File: config.mk
export PLATFORM = sky130hd
export DESIGN_NAME = id_exe_stage_reg
export DESIGN_NICKNAME = d
export VERILOG_FILES = /design/src/rtl/id_exe_stage_reg_pkg.sv /design/src/rtl/id_exe_stage_reg_pipe_reg.sv /design/src/rtl/id_exe_stage_reg.sv
export SDC_FILE = /design/constraint.sdc
export NUM_CORES = 1
export LEC_CHECK = 0
export BUFFER_PORTS_ARGS = -buffer_cell sky130_fd_sc_hd__buf_2
export CORE_AREA = 2 2 127 129
export CTS_CLUSTER_DIAMETER = 50
export CTS_CLUSTER_SIZE = 12
export DETAILED_ROUTE_END_ITERATION = 12
export DIE_AREA = 0 0 129 131
export MAX_ROUTING_LAYER = met4
export PLACE_DENSITY = 0.69
export SLEW_MARGIN = 20
export SYNTH_ARGS = -nofsm -noshare
export SYNTH_HDL_FRONTEND = slang
export SYNTH_SLANG_ARGS = --single-unit
export TNS_END_PERCENT = 30
File: constraint.sdc
create_clock -name clk -period 2.53 [get_ports clk]
set_clock_uncertainty 0.05 [all_clocks]
set_input_delay 0 -clock clk [delete_from_list [all_inputs] [get_ports clk]]
set_output_delay 0 -clock clk [all_outputs]
set_load 0.01 [all_outputs]
File: src/rtl/id_exe_stage_reg_pkg.sv
// Shared constants for the ID/EXE pipeline boundary.
// Field widths used by the decode and execute stages of the pipeline.
package id_exe_stage_reg_pkg;

  localparam int WORD_LEN                  = 32;
  localparam int REGISTER_FILE_ADDRESS_LEN = 4;
  localparam int EXECUTE_COMMAND_LEN       = 4;
  localparam int SHIFTER_OPERAND_LEN       = 12;
  localparam int SIGNED_IMM_LEN            = 24;
  localparam int STATUS_REG_LEN            = 4;

endpackage

File: src/rtl/id_exe_stage_reg_pipe_reg.sv
// pipe_reg: generic pipeline register.
// Ports:
//   clk  - rising-edge clock
//   rst  - synchronous active-high reset, clears q to 0
//   ld   - load enable; when low (and clr low) q holds
//   clr  - synchronous clear to 0, takes priority over ld
//   d    - next value
//   q    - registered value
module pipe_reg #(
  parameter int WIDTH = 1
) (
  input  logic             clk,
  input  logic             rst,
  input  logic             ld,
  input  logic             clr,
  input  logic [WIDTH-1:0] d,
  output logic [WIDTH-1:0] q
);

  logic [WIDTH-1:0] q_d;
  logic [WIDTH-1:0] q_q;

  always_comb begin
    q_d = q_q;
    if (clr) begin
      q_d = '0;
    end else if (ld) begin
      q_d = d;
    end
  end

  always_ff @(posedge clk) begin
    if (rst) begin
      q_q <= '0;
    end else begin
      q_q <= q_d;
    end
  end

  assign q = q_q;

endmodule

File: src/rtl/id_exe_stage_reg.sv
// id_exe_stage_reg: pipeline register between decode and execute.
// Ports:
//   clk, rst       - clock and synchronous active-high reset (all outputs -> 0)
//   freeze         - memory stall: hold every output
//   flush          - taken branch: load a bubble (control, tags, exe_cmd -> 0)
//   *_in / *_out   - decoded instruction fields, registered with 1-cycle latency
// Priority per edge: rst > freeze > flush > normal load.
// The fields are split into three pipe_reg groups that differ only in
// when they are cleared:
//   data    - never cleared except by rst (payload is don't-care in a bubble)
//   tag     - valid, exe_cmd, dest, src1, src2: cleared on flush
//   control - write/branch/status enables: cleared on flush or valid_in=0,
//             so a non-valid slot can never write downstream
module id_exe_stage_reg #(
  parameter int WORD_LEN     = id_exe_stage_reg_pkg::WORD_LEN,
  parameter int REG_ADDR_LEN = id_exe_stage_reg_pkg::REGISTER_FILE_ADDRESS_LEN
) (
  input  logic                    clk,
  input  logic                    rst,
  input  logic                    flush,
  input  logic                    freeze,
  input  logic [WORD_LEN-1:0]     pc_in,
  input  logic [WORD_LEN-1:0]     val_rn_in,
  input  logic [WORD_LEN-1:0]     val_rm_in,
  input  logic [3:0]              exe_cmd_in,
  input  logic [11:0]             shift_operand_in,
  input  logic [23:0]             signed_imm_24_in,
  input  logic [3:0]              status_in,
  input  logic                    wb_en_in,
  input  logic                    mem_r_en_in,
  input  logic                    mem_w_en_in,
  input  logic                    b_in,
  input  logic                    s_in,
  input  logic                    imm_in,
  input  logic                    valid_in,
  input  logic [REG_ADDR_LEN-1:0] dest_in,
  input  logic [REG_ADDR_LEN-1:0] src1_in,
  input  logic [REG_ADDR_LEN-1:0] src2_in,
  output logic [WORD_LEN-1:0]     pc_out,
  output logic [WORD_LEN-1:0]     val_rn_out,
  output logic [WORD_LEN-1:0]     val_rm_out,
  output logic [3:0]              exe_cmd_out,
  output logic [11:0]             shift_operand_out,
  output logic [23:0]             signed_imm_24_out,
  output logic [3:0]              status_out,
  output logic                    wb_en_out,
  output logic                    mem_r_en_out,
  output logic                    mem_w_en_out,
  output logic                    b_out,
  output logic                    s_out,
  output logic                    imm_out,
  output logic                    valid_out,
  output logic [REG_ADDR_LEN-1:0] dest_out,
  output logic [REG_ADDR_LEN-1:0] src1_out,
  output logic [REG_ADDR_LEN-1:0] src2_out
);
  import id_exe_stage_reg_pkg::*;

  localparam int DATA_W = 3 * WORD_LEN + SHIFTER_OPERAND_LEN + SIGNED_IMM_LEN
                          + 1 + STATUS_REG_LEN;
  localparam int TAG_W  = 1 + EXECUTE_COMMAND_LEN + 3 * REG_ADDR_LEN;
  localparam int CTRL_W = 5;

  logic              ld;
  logic              tag_clr;
  logic              ctrl_clr;
  logic [DATA_W-1:0] data_d;
  logic [DATA_W-1:0] data_q;
  logic [TAG_W-1:0]  tag_d;
  logic [TAG_W-1:0]  tag_q;
  logic [CTRL_W-1:0] ctrl_d;
  logic [CTRL_W-1:0] ctrl_q;

  // Clears are gated by ~freeze so a flush arriving during a stall is
  // dropped; the branch stage is stalled too and re-issues it afterwards.
  always_comb begin
    ld       = ~freeze;
    tag_clr  = flush & ~freeze;
    ctrl_clr = (flush | ~valid_in) & ~freeze;
    data_d   = {pc_in, val_rn_in, val_rm_in, shift_operand_in,
                signed_imm_24_in, imm_in, status_in};
    tag_d    = {valid_in, exe_cmd_in, dest_in, src1_in, src2_in};
    ctrl_d   = {wb_en_in, mem_r_en_in, mem_w_en_in, b_in, s_in};
  end

  pipe_reg #(.WIDTH(DATA_W)) u_data_reg (
    .clk (clk),
    .rst (rst),
    .ld  (ld),
    .clr (1'b0),
    .d   (data_d),
    .q   (data_q)
  );

  pipe_reg #(.WIDTH(TAG_W)) u_tag_reg (
    .clk (clk),
    .rst (rst),
    .ld  (ld),
    .clr (tag_clr),
    .d   (tag_d),
    .q   (tag_q)
  );

  pipe_reg #(.WIDTH(CTRL_W)) u_ctrl_reg (
    .clk (clk),
    .rst (rst),
    .ld  (ld),
    .clr (ctrl_clr),
    .d   (ctrl_d),
    .q   (ctrl_q)
  );

  assign {pc_out, val_rn_out, val_rm_out, shift_operand_out,
          signed_imm_24_out, imm_out, status_out} = data_q;
  assign {valid_out, exe_cmd_out, dest_out, src1_out, src2_out} = tag_q;
  assign {wb_en_out, mem_r_en_out, mem_w_en_out, b_out, s_out} = ctrl_q;

endmodule

==> impl_metrics.csv <==
group,metric,value,unit
floorplanning,die_area,16900,um^2
clock_network,cts_buffer_depth,2,
clock_network,cts_buffers,17,
placed_design,gp_congestion,0.748,
layout,finish.instance_area,9680,um^2
placed_design,portBuffers,321,
routing,drt_pre_antenna_iters,4,
placed_design,hpwlAfterDp,9960,um
pwr,seq_power_share,43.6,%
routing,drtIter0Drc,198,
setup_path,slowest_delay,0.58,ns
routing,wl_per_cell,14.1,um
timing,fmax,0.816,GHz
synthesis,syn-cell-area,5710,um^2
global_route,antenna_found_initial,0,
global_route,grt_pass1_wl,26100,um
timing,finalSetupViolCount,0,
global_route,grt_pass1_vias,5504,
run,drv_cap,0,
setup_path,required,2.75,ns
clock_network,cts_resized,0,
pwr,swShare,23.8,%
layout,stdcell_count,1236,
global_route,track_usage,20.3,%
setup_path,crit_type,"in -> reg",
synthesis,synth-seq-cells,159,
setup_path,critPathCaptureType,"register",
clock_network,htreeDepth,4,
clock_network,clk_latency,0.41,ns
pwr,vdd_drop_max,0.392,mV
timing,period_needed,1.23,ns
timing,hold_violations,0,
synthesis,yosys_warnings,0,
synthesis,syn_inst,539,
pwr,clkPwrFrac,42.0,%
placed_design,numPlacedInstances,1040,
routing,routed_wirelength,17500,um
clock_network,cts_root_buf,"clkbuf_16",
layout,area_growth,69.4,%
routing,routed_via_density,4.47,
floorplanning,die_x,129,um
layout,antennaDiodeCount,0,
routing,route.vias.total,5531,
worst_hold_path,hold_class,"in -> reg",
timing,rsz0062_at_grt,"no",
synthesis,ys_seq_area_share,55.7,%
floorplanning,core_area,15600,um^2
synthesis,synth_area_per_cell,10.6,um^2
setup_path,cp_max_fo,6,
floorplanning,fp.dieH,131,um
timing,finalSetupTns,0,ns
pwr,p_comb_share,14.4,%
clock_network,clk_pin_slew,0.06,ns
timing,slew_violations,0,
setup_path,cp-start-kind,"input port",
status,outcome,"finished, final reports clean",
synthesis,synth_nets,702,
global_route,grt-ovfl-total,0,
floorplanning,io_pins,322,
pwr,power_density,645,nW/um^2
timing,worst_pin_slew,0.680,ns
clock_network,cts_tree,"built",
setup_path,path_common_cell,"dlygate4sd3_1",
routing,drc,0,
floorplanning,rows,46,
global_route,grt_max_degree,160,
routing,ant_nets,0,
synthesis,yosysUniqueCellTypes,13,
layout,fin_nets,1170,
pwr,p_sw,1480,uW
timing,period_share,48.5,%
setup_path,critPathSlowestCell,"dlygate4sd3_1",
layout,drive_gt1_share,35.0,%
pwr,power_leakage,0.00493,uW
setup_path,crit_arrival,1.45,ns
clock_network,cts.sinks,159,
setup_path,cp_cell_sequence,"dlygate4sd3_1 > buf_2 > nand4bb_1 > dlygate4sd3_1 > a21oi_1",
placed_design,postPlaceCellArea,7420,um^2
pwr,p_int,4750,uW
timing,slew_headroom,54.7,%
floorplanning,initial_core_util,36.6,%
==> worst max-delay path: cells and delay by family <==
family                 cells  cell delay, ns
AND/OR/NAND/NOR            1            0.09
buffers and inverters      3            1.29
AO/OA/AOI/OAI              1            0.07
==> layer usage <==
layer	global-route usage (%)	vias up	wire, um
met1	20.3	2541	6740
li1	-	2731	-
met3	4.85	49	949
met2	36.7	210	9140
met5	-	-	0
met4	10.7	0	652
==> state kept, by name, indices dropped and copies added, names as in the netlist <==
name and count:
u_data_reg.q 137, u_tag_reg.q 17, u_ctrl_reg.q 5
==> cell type report <==
class / instances / area (um^2)
fillers: 1231 / 5920
multi-input cells: 340 / 2280
repair buffers: 489 / 3330
flip-flops and latches: 159 / 3180
clock buffers: 20 / 457
clock inverters: 12 / 156
well taps: 216 / 270
==> Yosys cell counts <==
cell type  instances  area [um^2]
nand4bb_1          5         56.3
or3b_1            16          140
buf_2             13         65.1
buf_4             15          113
nor2_1           137          514
dfxtp_1          159         3180
a21oi_1           22          110
clkbuf_1           8         30.0
or3b_2             1         8.76
nand2_1           22         82.6
buf_6              3         33.8
buf_1              1         3.75
mux2i_1          137         1370
==> power groups by stage <==
stage	registers [uW]	logic [uW]	clock network [uW]
after floorplan	2830	310	0
after global placement	2760	676	0
after detailed placement	2770	685	0
after CTS	2710	883	2700
after global routing	2730	971	2800
final	2720	897	2620
==> logic make-up after synthesis <==
family / count (synthesis) / share of synthesized area (%)
AND/OR/NAND/NOR: 181 / 14.0
multiplexers: 137 / 24.0
buffers and inverters: 40 / 4.29
AO/OA/AOI/OAI: 22 / 1.93
flip-flops: 159 / 55.7
==> repair_timing <==
item	in CTS	in global routing
setup buffers	0	0
endpoints found under the hold margin	159	0
hold buffers	164	0
==> cell usage in the layout (no fill, tap or decap) <==
master           n
clkbuf_1         1
a21oi_1         22
or3b_1          16
clkinv_2         3
clkinv_4         3
mux2i_1        137
buf_4            2
or3b_2           1
bufinv_16        3
nand4bb_1        5
clkbuf_16       17
clkinvlp_4       1
nand2_1         22
buf_12           3
buf_2          319
nor2_1         137
clkbuf_8         3
dlygate4sd3_1  164
inv_6            2
dfxtp_1        159
==> worst paths after layout <==
| path | cells past startpoint | from | end | slack (ns) |
|---|---|---|---|---|
| hold / removal | 3 | flush | u_tag_reg.q[2] | 0.11 |
| setup / recovery | 5 | valid_in | u_ctrl_reg.q[1] | 1.30 |
| setup reg to reg | 2 | u_data_reg.q[77] | u_data_reg.q[77] | 1.73 |
| hold reg to reg | 2 | u_tag_reg.q[5] | u_tag_reg.q[5] | 0.40 |
==> metrics by stage <==
step                setup WS [ns]  utilization (%)  hold slack, ns  power (uW)
floorplan                    1.66                -          0.0939        3140
global placement             1.09             47.6           0.177        3440
detailed placement           1.06             47.6           0.186        3450
CTS                          1.31             62.0          0.0804        6290
global route                 1.25             62.0           0.132        6500
finish                       1.30             62.0           0.106        6240
No activity file was read; power rests on OpenSTA's default activity.
